[src/rtl/fetch_ctrl.sv]
// Fetch sequencer: owns the PC, addresses the combinational imem and registers each
// fetched word with its PC into a single-entry valid/ready stage towards decode.
package riscv_pkg;
    localparam int XLEN            = 32;
    localparam int WORD_ADDR_WIDTH = 8;
    localparam int IMEM_SIZE       = 256;  // words
    localparam logic [XLEN-1:0] NOP_INSTR = 32'h0000_0013;  // addi x0, x0, 0
endpackage

module fetch_ctrl
    import riscv_pkg::*;
#(
    parameter logic [XLEN-1:0] RESET_PC = 32'h0000_0000
) (
    input  logic                       clk,
    input  logic                       rst,
    output logic [WORD_ADDR_WIDTH-1:0] imem_addr,
    input  logic [XLEN-1:0]            imem_instr,
    output logic                       out_valid,
    input  logic                       out_ready,
    output logic [XLEN-1:0]            out_pc,
    output logic [XLEN-1:0]            out_instr,
    output logic                       out_fault,
    input  logic                       redirect_valid,
    input  logic [XLEN-1:0]            redirect_pc,
    input  logic                       halt_req,
    output logic                       halted
);

    typedef enum logic [1:0] {
        ST_RUN   = 2'd0,
        ST_HALT  = 2'd1,
        ST_FAULT = 2'd2
    } state_e;

    localparam logic [XLEN-3:0] IMEM_WORDS = (XLEN-2)'(IMEM_SIZE);

    state_e          state_q;
    logic [XLEN-1:0] pc_q;
    logic            out_valid_q;
    logic            out_fault_q;
    logic [XLEN-1:0] out_pc_q;
    logic [XLEN-1:0] out_instr_q;

    logic fire;
    logic bad;

    // A halt request takes effect immediately, so it also suppresses this cycle's fetch.
    assign fire = (state_q == ST_RUN) && (!out_valid_q || out_ready)
                  && !redirect_valid && !halt_req;

    // Range check uses the full PC so that high bits dropped by imem_addr still fault.
    assign bad = (pc_q[1:0] != 2'b00) || (pc_q[XLEN-1:2] >= IMEM_WORDS);

    // NOTE: all state lives in this one clocked block and uses non-blocking assignments,
    // so every decision below sees the values from the start of the cycle.
    always_ff @(posedge clk) begin
        if (rst) begin
            state_q     <= ST_RUN;
            pc_q        <= RESET_PC;
            out_valid_q <= 1'b0;
            out_fault_q <= 1'b0;
            out_pc_q    <= '0;
            out_instr_q <= '0;
        end else if (redirect_valid) begin
            // A handshake in this cycle retires the old output; it is simply dropped.
            state_q     <= ST_RUN;
            pc_q        <= redirect_pc;
            out_valid_q <= 1'b0;
            out_fault_q <= 1'b0;
        end else begin
            if (fire) begin
                out_valid_q <= 1'b1;
                out_pc_q    <= pc_q;
                if (bad) begin
                    out_instr_q <= NOP_INSTR;
                    out_fault_q <= 1'b1;
                    state_q     <= ST_FAULT;
                end else begin
                    out_instr_q <= imem_instr;
                    out_fault_q <= 1'b0;
                    pc_q        <= pc_q + XLEN'(4);
                end
            end else if (out_valid_q && out_ready) begin
                out_valid_q <= 1'b0;
            end

            if (state_q == ST_RUN && halt_req) begin
                state_q <= ST_HALT;
            end
        end
    end

    assign imem_addr = pc_q[WORD_ADDR_WIDTH+1:2];
    assign out_valid = out_valid_q;
    assign out_pc    = out_pc_q;
    assign out_instr = out_instr_q;
    assign out_fault = out_fault_q;
    assign halted    = (state_q != ST_RUN);

endmodule

[config.mk]
export PLATFORM = sky130hd
export DESIGN_NAME = fetch_ctrl
export DESIGN_NICKNAME = d
export VERILOG_FILES = /design/src/rtl/fetch_ctrl.sv
export SDC_FILE = /design/constraint.sdc
export NUM_CORES = 1
export LEC_CHECK = 0
export CORE_AREA = 8 8 104 106
export DETAILED_ROUTE_END_ITERATION = 6
export DIE_AREA = 0 0 112 114
export PLACE_DENSITY = 0.84
export SETUP_SLACK_MARGIN = 0.5
export SKIP_LAST_GASP = 1
export SYNTH_ARGS = -nofsm -noshare
export SYNTH_HDL_FRONTEND = slang
export SYNTH_SLANG_ARGS = --single-unit
[constraint.sdc]
create_clock -name clk -period 2 [get_ports clk]
set_input_delay 0.6 -clock clk [delete_from_list [all_inputs] [get_ports clk]]
set_output_delay 0.6 -clock clk [all_outputs]
set_load 0.005 [all_outputs]
# Word level (Yosys, flattened, before mapping)
# Index checks and enable logic that the tools add are counted.
# Widths: inputs -> output; s select.
dict set report word_totals {
  inputBits 69
  regBits 100
  out_inout_bits 75
  wordCells 44
}
dict set report classes {
  bitwise_logic 1
  n_mux 10
  magnitude_cmp 1
  eq_ne 1
  n_addsub 1
  reduce_logical 23
}
# op n
set op_table {}
lappend op_table {{$mux 32} 4}
lappend op_table {{$add 32x3->32 const B} 1}
lappend op_table {{$ge 30x9->1 const B} 1}
lappend op_table {{$reduce_bool 2->1} 6}
lappend op_table {{$reduce_and 2->1} 4}
lappend op_table {{$mux 1} 6}
lappend op_table {{$logic_and 1x1->1} 5}
lappend op_table {{$logic_not 1->1} 3}
lappend op_table {{$reduce_or 3->1} 1}
lappend op_table {{$logic_not 2->1} 1}
lappend op_table {{$logic_or 1x1->1} 2}
lappend op_table {{$ne 2x2->1 const B} 1}
lappend op_table {{$reduce_or 2->1} 1}
lappend op_table {{$not 1->1} 1}

# Logic depth before layout (Yosys ltp)
dict set report depth {
  ltp_word 7
  ltp_mapped 7
  ltp_nobuf 6
}

# Worst setup path after synthesis
# No wires, ideal clock.
dict set report synth_path {
  kind {input to register}
  from {in halt_req}
  to {reg out_instr_q[21] (netlist: out_instr[21])}
  arrival_ns 1.725
  setup_time_ns 0.070
  cell_stages 7
  path_slack_ns 0.205
  path_cell_list {nor3_1 -> nand2_1 -> nor2_1 -> buf_2 -> buf_2 -> nand3_1 -> a21oi_1}
}
dict set report synth_via {
  elab_chain_len 3
}
# item line_no
set synth_lines {}
lappend synth_lines {{from (decl)} 26} ;# input logic halt_req,
lappend synth_lines {{$logic_not 1->1} 50} ;# && !redirect_valid && !halt_req;
lappend synth_lines {{$logic_and 1x1->1} 50}
lappend synth_lines {{$reduce_and 2->1 (no line)} n/a}
lappend synth_lines {{to (signal assigned)} 80} ;# out_instr_q <= imem_instr;
lappend synth_lines {{to (decl)} 43} ;# logic [XLEN-1:0] out_instr_q;
# No other way between the ends.
# A chain may end at the register's enable or synchronous reset.

# Final worst setup path
dict set report layout_path {
  from {reg pc_q[16]}
  to {reg pc_q[9]}
}
dict set report layout_via {
  elab_chain_len 4
}
# item line_no
set layout_lines {}
lappend layout_lines {{from (decl)} 39} ;# logic [XLEN-1:0] pc_q;
lappend layout_lines {{from (signal assigned)} 68} ;# pc_q <= redirect_pc;
lappend layout_lines {{from (signal assigned)} 82} ;# pc_q <= pc_q + XLEN'(4);
lappend layout_lines {{$ge 30x9->1} 53} ;# assign bad = (pc_q[1:0] != 2'b00) || (pc_q[XLEN-1:2] >= IMEM_WORDS);
lappend layout_lines {{$logic_or 1x1->1} 53}
lappend layout_lines {{$ne 2x2->1 (no line)} n/a}
lappend layout_lines {{$reduce_and 2->1 (no line)} n/a}
# No other way between the ends.

==> impl_summary.md <==
Clock network
The tree built by TritonCTS fans out to 100 sinks. The maximum level of the CTS H-tree is 3. The clock slew at the register clock pins of the worst setup and hold paths is 0.10 ns. The clock buffer count from CTS is 9. TritonCTS built the clock tree. The tree is rooted in a sky130_fd_sc_hd__clkbuf_8.

The clock passes through at most 2 buffers. Clock latency on the worst-skew pair, taken at its later pin, is 0.35 ns.

Worst setup path
The category of the critical setup timing path is flip-flop to flip-flop. STA classifies the critical path startpoint as a flip-flop. At the worst endpoint, the required time is 2.25 ns. The largest fanout of any net on the critical path is 4. At the worst endpoint, the arrival time is 2.11 ns. The nature of the critical path endpoint is a flip-flop.

Detailed routing
Once detail routing completed, the nets flagged for antenna violations numbered 0. Across all layers, the routed design uses 4,049 vias. The number of remaining DRC errors is 0. After detailed routing, the average wire length per cell comes to around 19 µm. The number of search-and-repair iterations in the first detailed-routing pass is 4.

The overall routed net length is between 10,000 and 15,000 µm. The starting DRC count in detailed routing is 242. In the routed layout, each cell is associated on average with a via count of 5.342.

STA
The final critical-path required period is 1.854 ns. Setup violations remaining at the end of the flow were counted as 0. At the pin with the least slew margin, the transition time is around 0.47 ns. Across all setup checks in the final design, the least slack found is 0.1458 ns. The post-route clock skew is roughly 0.017 ns. In this run the tightest slew margin relative to its limit is 0.6865. For the final routed database, the setup TNS stands at 0 ns. The highest clock rate is 539.3 MHz. The final number of hold-violating endpoints is 0. Of the available clock period, the critical path in the final layout requires 0.9271.

The number of max-slew violations in the final report is 0. Setup repair after global routing could not meet its margin everywhere.

Finish
The ratio of cells with drive above 1 in the final layout is 0.5286. The number of nets in the layout is approximately 710. After routing the design area is around 0.0066 mm².

The filler cells instantiated in the layout total 622. The diode insertion count for antenna repair is 0. The growth of design area from synthesis to finish is 68.60%.

Yosys
The synthesized instance count is 453. The number of synthesized flops with an enable pin is 0. The share of the Yosys chip area taken by registers is 0.5136. The dominant cell type by area after synthesis is sky130_fd_sc_hd__dfxtp_1. The post-synthesis net count is approximately 520.

The count of unique library cells instantiated by Yosys is 41. The netlist area before placement is 0.003897 mm². After synthesis, the cell types taking the most area are sky130_fd_sc_hd__dfxtp_1 51%, sky130_fd_sc_hd__nand2_1 9.3%, sky130_fd_sc_hd__a21oi_1 8.5%, sky130_fd_sc_hd__mux2i_1 5.9%, sky130_fd_sc_hd__nand3_1 4.1%.

The warning count from the yosys run is 0. The register bit total from synthesis is 100. The post-synthesis average cell area is about 8.6 µm².

Of the post-synthesis cell area, the dominant cell type holds 0.5136. The dominant register cell in the synthesized netlist is sky130_fd_sc_hd__dfxtp_1. Of all flip-flops after synthesis, the portion carrying an async set or reset was 0.

Placement
The placed standard-cell area is 0.005468 mm². The pre-CTS worst setup slack is -0.2497 ns. The last weighted congestion value of the routability-driven placer is roughly 0.83. During placement, the flow inserted port buffers numbering ~140. The wire-length estimate of the detail-placed layout is 8400 µm.

GRT
The via count of the first global-routing pass was 4,070. In the global route stage, overall resource usage came out at 0.2030. The number of antenna violations at the first check in global routing was 0. The global-route wire length before repair is around 21,000 µm.

The remaining global-route overflow is 0. The largest net degree at the start of global routing is 49.

Job
The tool flagged a number of max-cap violations equal to 0.

Pwr
In this run the power spent charging and discharging nets is 0.001101 W. The internal power component is 0.002904 W. The share of power burned in the clock network is 0.287.

The worst vdd rail ir drop is 425.7 µV. For this design the ratio of total power to cell area is roughly 600 mW/mm². For this design the static power due to leakage is 2.862 nW. Of the total power, registers draw 0.529. The fraction of power spent switching nets is 0.2749.

The share of total power dissipated in combinational logic is 0.184.

Floorplanning
The full die area is 0.01277 mm². In this run the count of I/O pins placed on the die edge is between 100 and 150. The floorplan has 35 rows. The core box area is 0.009109 mm². The initial cell density of the core is 0.4279. The floorplan die width is 112 µm.

From bottom edge to top edge, the die measures approximately 110 µm.

Min path
The path class of the tightest hold or removal check is flip-flop to flip-flop.

Outcome
The flow ran to the end, and the final reports show no timing, DRC or antenna violations.
==> worst max-delay path: stages, from the launching register on <==
cell and delay, ns:
sky130_fd_sc_hd__dfxtp_1 0.37, sky130_fd_sc_hd__nor4_2 0.27, sky130_fd_sc_hd__nand2_1 0.20, sky130_fd_sc_hd__buf_4 0.19, sky130_fd_sc_hd__nor2_4 0.12, sky130_fd_sc_hd__buf_4 0.14, sky130_fd_sc_hd__nand4b_1 0.15, sky130_fd_sc_hd__a311oi_2 0.32
==> what timing repair did <==
action | 4_1_cts | 5_1_grt
hold buffers | 0 | 0
endpoints found under the setup margin | 154 | 111
pin swaps | 21 | 44
setup buffers | 42 | 9
gates resized for setup | 405 | 120
gates cloned | 5 | 1
==> area by class of cell <==
cell class	instances	area, µm²	area share
Multi-Input combinational cell	304	2197	0.3343
Sequential cell	100	2126	0.3235
Timing Repair Buffer	220	1916	0.2915
Tap cell	111	138.9	0.02113
Clock buffer	11	131.4	0.01999
Clock inverter	5	36.28	0.005522
Inverter	7	26.28	0.003998
==> layer usage <==
metal	routed length [µm]	vias to the layer above	track usage
li1	-	1914	-
met1	5632	1942	0.2301
met2	7117	159	0.3574
met3	966	34	0.05283
met4	335	0	0.08183
met5	0	-	0
==> state kept, by name, indices dropped and copies added, names as in the netlist <==
register	cells
out_pc	32
out_instr	32
pc_q	32
out_fault	1
state_q	2
out_valid	1
==> power by group through the flow <==
stage | logic, W | clock network (W) | registers [W]
after global placement | 0.000500 | 0 | 0.00216
after CTS | 0.000651 | 0.00117 | 0.00211
after floorplan | 0.000253 | 0 | 0.00215
after detailed placement | 0.000511 | 0 | 0.00216
final | 0.000736 | 0.00115 | 0.00212
after global routing | 0.000781 | 0.00126 | 0.00213
==> Yosys cell counts (2+ instances only) <==
cell type,n
sky130_fd_sc_hd__mux2i_1,23
sky130_fd_sc_hd__nor4_1,3
sky130_fd_sc_hd__inv_1,7
sky130_fd_sc_hd__nand3_1,32
sky130_fd_sc_hd__buf_4,8
sky130_fd_sc_hd__a21oi_1,66
sky130_fd_sc_hd__nor2_1,30
sky130_fd_sc_hd__buf_1,5
sky130_fd_sc_hd__nor4_2,4
sky130_fd_sc_hd__ha_1,2
sky130_fd_sc_hd__a2111oi_0,2
sky130_fd_sc_hd__buf_2,11
sky130_fd_sc_hd__and3_1,3
sky130_fd_sc_hd__nand2_1,97
sky130_fd_sc_hd__a311oi_1,4
sky130_fd_sc_hd__clkbuf_8,2
sky130_fd_sc_hd__dfxtp_1,100
sky130_fd_sc_hd__a22oi_1,2
sky130_fd_sc_hd__clkbuf_1,15
sky130_fd_sc_hd__nor3_1,16
==> cell usage in the layout (no fill, tap or decap), types with 19 or more instances in the layout <==
| cell | Yosys | final |
|---|---|---|
| sky130_fd_sc_hd__a21oi_1 | 66 | 34 |
| sky130_fd_sc_hd__a21oi_2 | 0 | 31 |
| sky130_fd_sc_hd__buf_2 | 11 | 58 |
| sky130_fd_sc_hd__buf_4 | 8 | 44 |
| sky130_fd_sc_hd__buf_6 | 1 | 22 |
| sky130_fd_sc_hd__clkdlybuf4s50_1 | 0 | 64 |
| sky130_fd_sc_hd__dfxtp_1 | 100 | 19 |
| sky130_fd_sc_hd__dfxtp_2 | 0 | 72 |
| sky130_fd_sc_hd__mux2i_1 | 23 | 23 |
| sky130_fd_sc_hd__nand2_1 | 97 | 74 |
| sky130_fd_sc_hd__nand2_4 | 0 | 21 |
| sky130_fd_sc_hd__nand3_1 | 32 | 31 |
| sky130_fd_sc_hd__nor2_1 | 30 | 28 |
==> cell families (layout without fill, tap and decap cells) <==
| kind of cell | count (synthesis) | after routing | share of synthesized area |
|---|---|---|---|
| AO/OA/AOI/OAI | 82 | 82 | 0.1210 |
| buffers and inverters | 49 | 243 | 0.06549 |
| multiplexers | 23 | 23 | 0.05907 |
| adder cells (fa/ha/maj) | 2 | 2 | 0.006420 |
| AND/OR/NAND/NOR | 196 | 196 | 0.2321 |
| XOR/XNOR | 1 | 1 | 0.002248 |
| flip-flops | 100 | 100 | 0.5136 |
==> path summary, 6_finish.rpt <==
kind	start	slack, ns	end	cells past startpoint
hold / removal	out_instr[12]	0.45	out_instr[12]	2
setup / recovery	pc_q[16]	0.15	pc_q[9]	7
hold reg to reg	out_instr[12]	0.45	out_instr[12]	2
setup reg to reg	pc_q[16]	0.15	pc_q[9]	7
==> through the flow <==
stage	utilization	instances	hold WS (ns)	power, W
3_3_place_gp	0.6003	685	0.4366	0.002656
6_report	0.7214	758	0.4507	0.004005
3_5_place_dp	0.6003	685	0.4439	0.002670
4_1_cts	0.6907	748	0.4537	0.003927
2_1_floorplan	-	453	0.4438	0.002399
5_1_grt	0.7214	758	0.4652	0.004170
Note: power is estimated with default switching activity, not from simulation.
